===== config.mk =====
export PLATFORM = sky130hd
export DESIGN_NAME = game_ctrl_fsm
export DESIGN_NICKNAME = d
export VERILOG_FILES = /design/src/rtl/game_pkg.sv /design/src/rtl/key_edge_detect.sv /design/src/rtl/game_ctrl_fsm.sv
export SDC_FILE = /design/constraint.sdc
export NUM_CORES = 1
export LEC_CHECK = 0
export ABC_AREA = 1
export CAP_MARGIN = 40
export CORE_UTILIZATION = 46
export DETAILED_ROUTE_END_ITERATION = 8
export PLACE_DENSITY_LB_ADDON = 0.2
export RECOVER_POWER = 100
export SYNTH_ARGS = -nofsm -noshare
export SYNTH_HDL_FRONTEND = slang
export SYNTH_SLANG_ARGS = --single-unit

===== constraint.sdc =====
create_clock -name Clk -period 1.5 [get_ports Clk]
set_clock_uncertainty 0.2 [all_clocks]
set_input_delay 0.45 -clock Clk [delete_from_list [all_inputs] [get_ports Clk]]
set_output_delay 0.45 -clock Clk [all_outputs]
set_load 0.005 [all_outputs]

===== src/rtl/game_pkg.sv =====
// Shared types and constants for the game controller.
// game_state_t fixes the state encoding seen by the bird, pipe and score logic.
package game_pkg;

    typedef enum logic [2:0] {
        ST_START     = 3'd0,
        ST_COUNTDOWN = 3'd1,
        ST_ACTIVE    = 3'd2,
        ST_DYING     = 3'd3,
        ST_PAUSED    = 3'd4,
        ST_OVER      = 3'd5
    } game_state_t;

    localparam logic [7:0] KEY_SPACE = 8'h2C;
    localparam logic [7:0] KEY_ENTER = 8'h28;
    localparam logic [7:0] KEY_P     = 8'h13;

    // Width of the shared frame counter: it must hold max(a,b)-1.
    // The result is never allowed to fall below one bit.
    function automatic int cnt_width(input int a, input int b);
        int m;
        m = (a > b) ? a : b;
        return (m > 1) ? $clog2(m) : 1;
    endfunction

endpackage


===== src/rtl/key_edge_detect.sv =====
// Single-key press detector: pulses for one Clk when keycode first equals KEY.
// A key that stays held does not produce a second pulse.
module key_edge_detect #(
    parameter logic [7:0] KEY = 8'h00
) (
    input  logic       Clk,
    input  logic       Reset,
    input  logic [7:0] keycode,
    output logic       press
);

    logic [7:0] key_prev;

    // Keep last cycle's keycode so that only a change onto KEY counts as a press.
    always_ff @(posedge Clk) begin
        // NOTE: flops use non-blocking assignments so every register samples pre-edge values.
        if (Reset) begin
            key_prev <= 8'h00;
        end else begin
            key_prev <= keycode;
        end
    end

    assign press = (keycode == KEY) && (key_prev != KEY);

endmodule


===== src/rtl/game_ctrl_fsm.sv =====
// Top-level game controller: lives, get-ready countdown, death hold, game over.
// Define GAME_FSM_PAUSE_EN to enable the PAUSED state (toggled by PAUSE_KEY).
// Without it, PAUSE_KEY is ignored and the PAUSED encoding is treated as illegal.
module game_ctrl_fsm
    import game_pkg::*;
#(
    parameter int          LIVES            = 3,
    parameter int          COUNTDOWN_FRAMES = 120,
    parameter int          DEATH_FRAMES     = 60,
    parameter logic [7:0]  START_KEY        = KEY_SPACE,
    parameter logic [7:0]  RESTART_KEY      = KEY_ENTER,
    parameter logic [7:0]  PAUSE_KEY        = KEY_P,
    localparam int         LW               = $clog2(LIVES + 1),
    localparam int         CW               = cnt_width(COUNTDOWN_FRAMES, DEATH_FRAMES)
) (
    input  logic          Clk,
    input  logic          Reset,
    input  logic          frame_tick,
    input  logic [7:0]    keycode,
    input  logic          collision,
    input  logic          is_bottom,
    output game_state_t   game_state,
    output logic [LW-1:0] lives_left,
    output logic [CW-1:0] countdown,
    output logic          freeze,
    output logic          new_game,
    output logic          life_lost
);

    localparam logic [LW-1:0] LIVES_INIT = LW'(LIVES);
    localparam logic [LW-1:0] LIVES_ONE  = LW'(1);
    localparam logic [CW-1:0] CD_LOAD    = CW'(COUNTDOWN_FRAMES - 1);
    localparam logic [CW-1:0] DEATH_LOAD = CW'(DEATH_FRAMES - 1);
    localparam logic [CW-1:0] CNT_ONE    = CW'(1);

    logic          start_press;
    logic          restart_press;
    logic          hit;

    game_state_t   state_d;
    logic [CW-1:0] cnt;
    logic [CW-1:0] cnt_d;
    logic [LW-1:0] lives_d;
    logic          new_game_d;
    logic          life_lost_d;

    key_edge_detect #(.KEY(START_KEY)) u_start_key (
        .Clk     (Clk),
        .Reset   (Reset),
        .keycode (keycode),
        .press   (start_press)
    );

    key_edge_detect #(.KEY(RESTART_KEY)) u_restart_key (
        .Clk     (Clk),
        .Reset   (Reset),
        .keycode (keycode),
        .press   (restart_press)
    );

`ifdef GAME_FSM_PAUSE_EN
    logic pause_press;

    key_edge_detect #(.KEY(PAUSE_KEY)) u_pause_key (
        .Clk     (Clk),
        .Reset   (Reset),
        .keycode (keycode),
        .press   (pause_press)
    );
`else
    // PAUSE_KEY has no function in this build.
    logic unused_pause_key;
    assign unused_pause_key = ^PAUSE_KEY;
`endif

    assign hit = collision | is_bottom;

    // Next-state, counter, lives and pulse decisions for the current state.
    always_comb begin
        // NOTE: every target gets a default first so no path leaves it unassigned (no latch).
        state_d     = game_state;
        cnt_d       = cnt;
        lives_d     = lives_left;
        new_game_d  = 1'b0;
        life_lost_d = 1'b0;

        case (game_state)
            ST_START: begin
                if (start_press) begin
                    state_d    = ST_COUNTDOWN;
                    lives_d    = LIVES_INIT;
                    cnt_d      = CD_LOAD;
                    new_game_d = 1'b1;
                end
            end

            ST_COUNTDOWN: begin
                if (frame_tick) begin
                    if (cnt == '0) begin
                        state_d = ST_ACTIVE;
                    end else begin
                        cnt_d = cnt - CNT_ONE;
                    end
                end
            end

            ST_ACTIVE: begin
                // A hit wins over a pause request in the same cycle.
                if (hit) begin
                    state_d     = ST_DYING;
                    lives_d     = (lives_left == '0) ? '0 : lives_left - LIVES_ONE;
                    cnt_d       = DEATH_LOAD;
                    life_lost_d = 1'b1;
                end
`ifdef GAME_FSM_PAUSE_EN
                else if (pause_press) begin
                    state_d = ST_PAUSED;
                end
`endif
            end

            ST_DYING: begin
                if (frame_tick) begin
                    if (cnt == '0) begin
                        if (lives_left == '0) begin
                            state_d = ST_OVER;
                        end else begin
                            state_d = ST_COUNTDOWN;
                            cnt_d   = CD_LOAD;
                        end
                    end else begin
                        cnt_d = cnt - CNT_ONE;
                    end
                end
            end

`ifdef GAME_FSM_PAUSE_EN
            ST_PAUSED: begin
                if (pause_press) begin
                    state_d = ST_ACTIVE;
                end else if (restart_press) begin
                    state_d = ST_START;
                end
            end
`endif

            ST_OVER: begin
                if (restart_press) begin
                    state_d = ST_START;
                end
            end

            default: begin
                state_d = ST_START;
                cnt_d   = '0;
            end
        endcase
    end

    // State, counters and all outputs are registered together.
    always_ff @(posedge Clk) begin
        if (Reset) begin
            game_state <= ST_START;
            lives_left <= LIVES_INIT;
            cnt        <= '0;
            countdown  <= '0;
            freeze     <= 1'b1;
            new_game   <= 1'b0;
            life_lost  <= 1'b0;
        end else begin
            game_state <= state_d;
            lives_left <= lives_d;
            cnt        <= cnt_d;
            countdown  <= (state_d == ST_COUNTDOWN) ? cnt_d : '0;
            freeze     <= (state_d != ST_ACTIVE);
            new_game   <= new_game_d;
            life_lost  <= life_lost_d;
        end
    end

endmodule


==> After elaboration in Yosys (flattened, before gate mapping) <==
Cells that the tools add are included.
Widths: inputs -> output; s select.
{ "totals": {"register_bits": 30, "latchBits": 0, "ramBits": 0, "romBits": 0, "input_bits": 13, "word_cells": 59, "mem_count": 0} }
{ "classes": {"addsub": 2, "n_mul": 0, "div_mod_pow": 0, "order_cmp": 0, "n_eq_ne": 12, "shift": 0, "n_mux": 23, "bitwise_logic": 4, "reduce_logical": 10} }
{ "ops": {"columns": ["cell", "n"], "rows": [
  ["$mux 7", 7],
  ["$pmux 7 s5", 1],
  ["$mux 3", 8],
  ["$eq 8x6->1 const B", 2],
  ["$ne 8x6->1 const B", 2],
  ["$pmux 3 s5", 1],
  ["$logic_not 7->1", 1],
  ["$sub 7x1->7 const B", 1],
  ["$eq 3x1->1 const B", 2],
  ["$eq 3x2->1 const B", 2],
  ["$mux 2", 3],
  ["$reduce_or 2->1", 3],
  ["$ne 2x2->1 const B", 2],
  ["$pmux 2 s2", 1],
  ["$eq 3x3->1 const B", 1],
  ["$logic_not 3->1", 1],
  ["$ne 3x2->1 const B", 1],
  ["$not 1->1", 3],
  ["$reduce_and 3->1", 1],
  ["$logic_and 1x1->1", 2],
  ["$logic_not 2->1", 1],
  ["$mux 1", 2],
  ["$reduce_bool 2->1", 1],
  ["$sub 2x1->2 const B", 1],
  ["$or 1x1->1", 1]
]} }

==> Depth between registers and ports, before layout <==
{ "depth": {"ltp_word": 8, "depth_mapped": 11} }

==> Cells and area by module <==
A second synthesis with hierarchy kept.
{ "unflattened": {"cells_unflattened": 257, "area_unflattened_um2": 1815.5} }
{ "by_module_without_submodules": {"columns": ["mod", "n_inst", "cells_per_inst", "area_per_inst_um2", "seq_area_each_um2"], "rows": [
  ["game_ctrl_fsm", 1, 173, 1232.4, 440.4],
  ["key_edge_detect at u_restart_key", 1, 42, 294.0, 160.2],
  ["key_edge_detect at u_start_key", 1, 42, 289.0, 160.2]
]} }

==> Least setup slack after synthesis <==
OpenSTA, ideal clock, no wires.
{ "synth_path": {"path_type": "reg2reg", "from": "register cnt[0]", "to": "register countdown[0]", "setup_ns": 0.119, "arrival_ns": 1.352, "t_required_ns": 1.181, "setup_slack_ns": -0.171, "stages_incl_launch_ff": 12, "n_path_buf": 0, "synth_period_minus_slack_ns": 1.671, "cell_sequence": "dfxtp_1 inv_1 ha_1 nand2_1 nor2_1 nand4_1 nand2_1 nand3_1 nor2_1 nor2_2 nand2_4 nor2_2"} }
{ "synth_between": {"elab_chain_cells": 7, "word_cells_on_any_way": 18, "cone_classes": "1 x add/sub; 1 x eq/ne; 13 x mux; 1 x bitwise; 2 x reduce/logical"} }
{ "synth_rtl": {"columns": ["element", "line_no", "text"], "rows": [
  ["start: declaration", "game_ctrl_fsm.sv:41", "logic [CW-1:0] cnt;"],
  ["start signal: assignment", "game_ctrl_fsm.sv:173", "cnt <= cnt_d;"],
  ["parallel branches: the longest is 7 deep, another holds $sub 7x1->7", null, null],
  ["end signal: assignment", "game_ctrl_fsm.sv:174", "countdown <= (state_d == ST_COUNTDOWN) ? cnt_d : '0;"],
  ["end: declaration", "game_ctrl_fsm.sv:24", "output logic [CW-1:0] countdown,"]
]} }
Several ways; the timed one is not identified.
A chain may end at the register's enable or synchronous reset.

==> Worst setup path after layout <==
{ "layout_path": {"from": "register cnt[6]", "to": "register countdown[1]"} }
{ "layout_between": {"elab_chain_cells": 7, "word_cells_on_any_way": 14, "cone_classes": "1 x eq/ne; 10 x mux; 1 x bitwise; 2 x reduce/logical"} }
{ "layout_rtl": {"columns": ["element", "line_no", "text"], "rows": [
  ["$logic_not 7->1 (*)", "game_ctrl_fsm.sv:99, game_ctrl_fsm.sv:124", null],
  ["$mux 3 (on tied branches)", "game_ctrl_fsm.sv:124, game_ctrl_fsm.sv:99", null],
  ["$mux 3 (on tied branches)", "game_ctrl_fsm.sv:123, game_ctrl_fsm.sv:98", null],
  ["$pmux 3 s5", "game_ctrl_fsm.sv:87", "case (game_state)"],
  ["$eq 3x1->1", "game_ctrl_fsm.sv:174", null],
  ["$not 1->1 (no source line)", null, null],
  ["$reduce_or 2->1 (no source line)", null, null]
]} }
Every way passes the cells marked *; elsewhere a longest branch is shown, timed or not.

==> run metrics <==
status=complete, but fails checks; failing checks=negative setup slack; setup TNS=-4330 ps; Worst Path Max Fanout=4; RSZ-0062 raised after global routing=yes; main flop type after synthesis=dfxtp_1; ranking of synthesized cells by area=dfxtp_1, nand2_1, nor2_1, inv_1, nor2_2; CTS tree=built; wire per inst=16.8 µm; Worst EP required=1530 ps; CTS Sinks=30; Ant. Diodes=0; Port Buf Inserts=27; Compound-Gate Fraction of Synth Area=0.0895; clock slew at reported path FFs=100 ps; clock buffer count from CTS=5; Clock Path Buffers=2; area delta synth->final=68.1%; Post-Synth Adder-Cell Area=0.00806; DP Worst Slack=-816 ps; Final setup violation count=21; 1st-pass router iterations=5; Hold-fix buffers, CTS=0; CP arrival=1820 ps; crit share post-route=1.19; Leak=1.25 nW; hold depth=3; top-count cell post-synth=nand2_1; register area share after synthesis=0.387; largest family of logic cells by synthesized area=simple AND/OR/NAND/NOR gates; Final nets=320; Ys Warns=0; largest net degree at the start of global routing=12; # IOs=28; Yosys cell types=27; Slew Limit Fails=0; first-pass GRT wire length=6930 µm; Reg-to-Reg Start=cnt[6]; flop2flop setup slack=-290 ps; initial antenna violation count=0; GP Congestion=0.938; worst vdd ir=0.512 mV; Worst R2R End=countdown[1]; Worst-Margin Slew=309 ps; Post-Synth Simple-Gate Area=0.404; Worst Setup End Kind=flop; Hold EP=u_restart_key.key_prev[1]; Vias per Instance=5.39; Fin. Hold Viols=0; Hold Startpoint=keycode[1]; CP startpoint=cnt[6]; max_cap viols=0; Gate Count Post-Synth=222; total die area=0.00361 mm²; Util after Layout=0.834; r2r worst-path depth=9; final wirelength=5890 µm; clk_lat worst skew=340 ps; Power Density=578 mW/mm²; slew margin rel.=0.793; grt ovf=0; GRT Total Usage=0.265; Core Area=0.00313 mm²; Commonest cells post-synth=nand2_1, nor2_1, dfxtp_1, inv_1, nor2_2; Die Y=60.1 µm; post-layout min period=1790 ps; effective utilization at floorplan=0.496; cell area after synthesis=0.00155 mm²; EDFF count, synth=0; std cell rows=20; vias in the first global route=1572; largest area contributor in the netlist=dfxtp_1; startpoint types=flop; #FFs+latches synth=30; non-filler instance count after layout=351; share of layout cells above drive strength 1=0.603; multiplexer area fraction after synthesis=0; Root Buffer=clkbuf_4; Iter 0 DRT Violations=134; fmax=0.559 GHz; DP Cell Count=330; worst min-delay path class=in2reg; CP Class=reg2reg; Final WS setup=-289 ps; via count=1891; DP Wirelength=2840 µm; Mean Syn Cell Area=6.99 µm²; die width=60.1 µm; fraction of registers with async set or reset after synthesis=0; Routed Antenna Nets=0; syn_nets=236; XOR/XNOR Fraction of Synth Area=0.0113; Yosys top cell area share=0.387; DRC=0; H-tree depth=2; Tot Pwr=1.51 mW
[layout make-up]
cell class                 count  area (µm²)
sequential                    30         624
clock buffer                   7        55.1
fill                         175         520
multi-input combinational    151        1060
timing repair buffer          80         631
clock inverter                 1        5.00
tap                           44        55.1
inverter                      38         180
[power breakdown]
group	switching (mW)	internal, mW
Clock	0.286	0.227
Sequential	0.00645	0.806
Combinational	0.105	0.0775
[per-stage QoR]
step | hold WS, ps | cell area (µm²)
after floorplan | 266 | 1590
after global placement | 275 | 2200
after detailed placement | 281 | 2200
after CTS | 278 | 2450
after global routing | 234 | 2610
final | 224 | 2610
[layer usage]
metal,global-route usage,up-vias,routed length [µm]
met5,0,-,0
met4,0.126,0,289
met3,0.0606,30,562
met2,0.448,136,2870
met1,0.316,869,2160
li1,-,856,-
[cells by family (layout without fill, tap and decap cells)]
| logic type | after synthesis | in the layout |
|---|---|---|
| flops | 30 | 30 |
| fa+ha+maj | 1 | 1 |
| compound gates | 23 | 23 |
| xor+xnor | 2 | 2 |
| simple gates | 125 | 125 |
| buf+inv | 41 | 126 |
[sequential cells by signal, summed over array words and instances, names as in the netlist]
| name | flops |
|---|---|
| game_state | 3 |
| lives_left | 2 |
| countdown | 7 |
| u_restart_key.key_prev | 8 |
| life_lost | 1 |
| cnt | 7 |
| freeze | 1 |
| new_game | 1 |
[how the worst max path moves through the flow]
| stage | endpoint | slack, ps | cells after the start |
|---|---|---|---|
| final | countdown[1] | -290 | 9 |
| after detailed placement | countdown[1] | -820 | 12 |
| after global placement | countdown[5] | -770 | 12 |
| after global routing | cnt[4] | -360 | 8 |
| after CTS | countdown[4] | -200 | 11 |
| after floorplan | countdown[1] | -60 | 11 |
[cells in the final DEF (no fill, tap or decap), types with 6 or more instances in the layout]
cell type	synthesis	layout
buf_2	1	6
dfxtp_1	30	15
nand2_2	2	17
dlygate4sd2_1	0	9
buf_4	0	43
clkbuf_2	0	8
nor2_1	37	24
nor2_2	14	18
dfxtp_2	0	13
inv_2	8	6
nor2_4	5	14
nand2_1	43	26
buf_6	0	10
inv_1	30	24
a21oi_2	3	8
nand3_2	2	6
[worst max-delay path, stage by stage, from the launching register on]
cell and delay (ps):
dfxtp_2 390, inv_1 110, nand2_1 190, inv_1 90, nand2_1 170, nand3_1 120
nand2_1 80, nor2_1 60, nor3_4 220, nor2_2 60
[timing repair]
action,4_1_cts,5_1_grt
setup endpoints to repair,37,30
pin swaps,29,17
setup buffers,10,4
resized for setup,109,58
No activity file was read; power rests on OpenSTA's default activity.
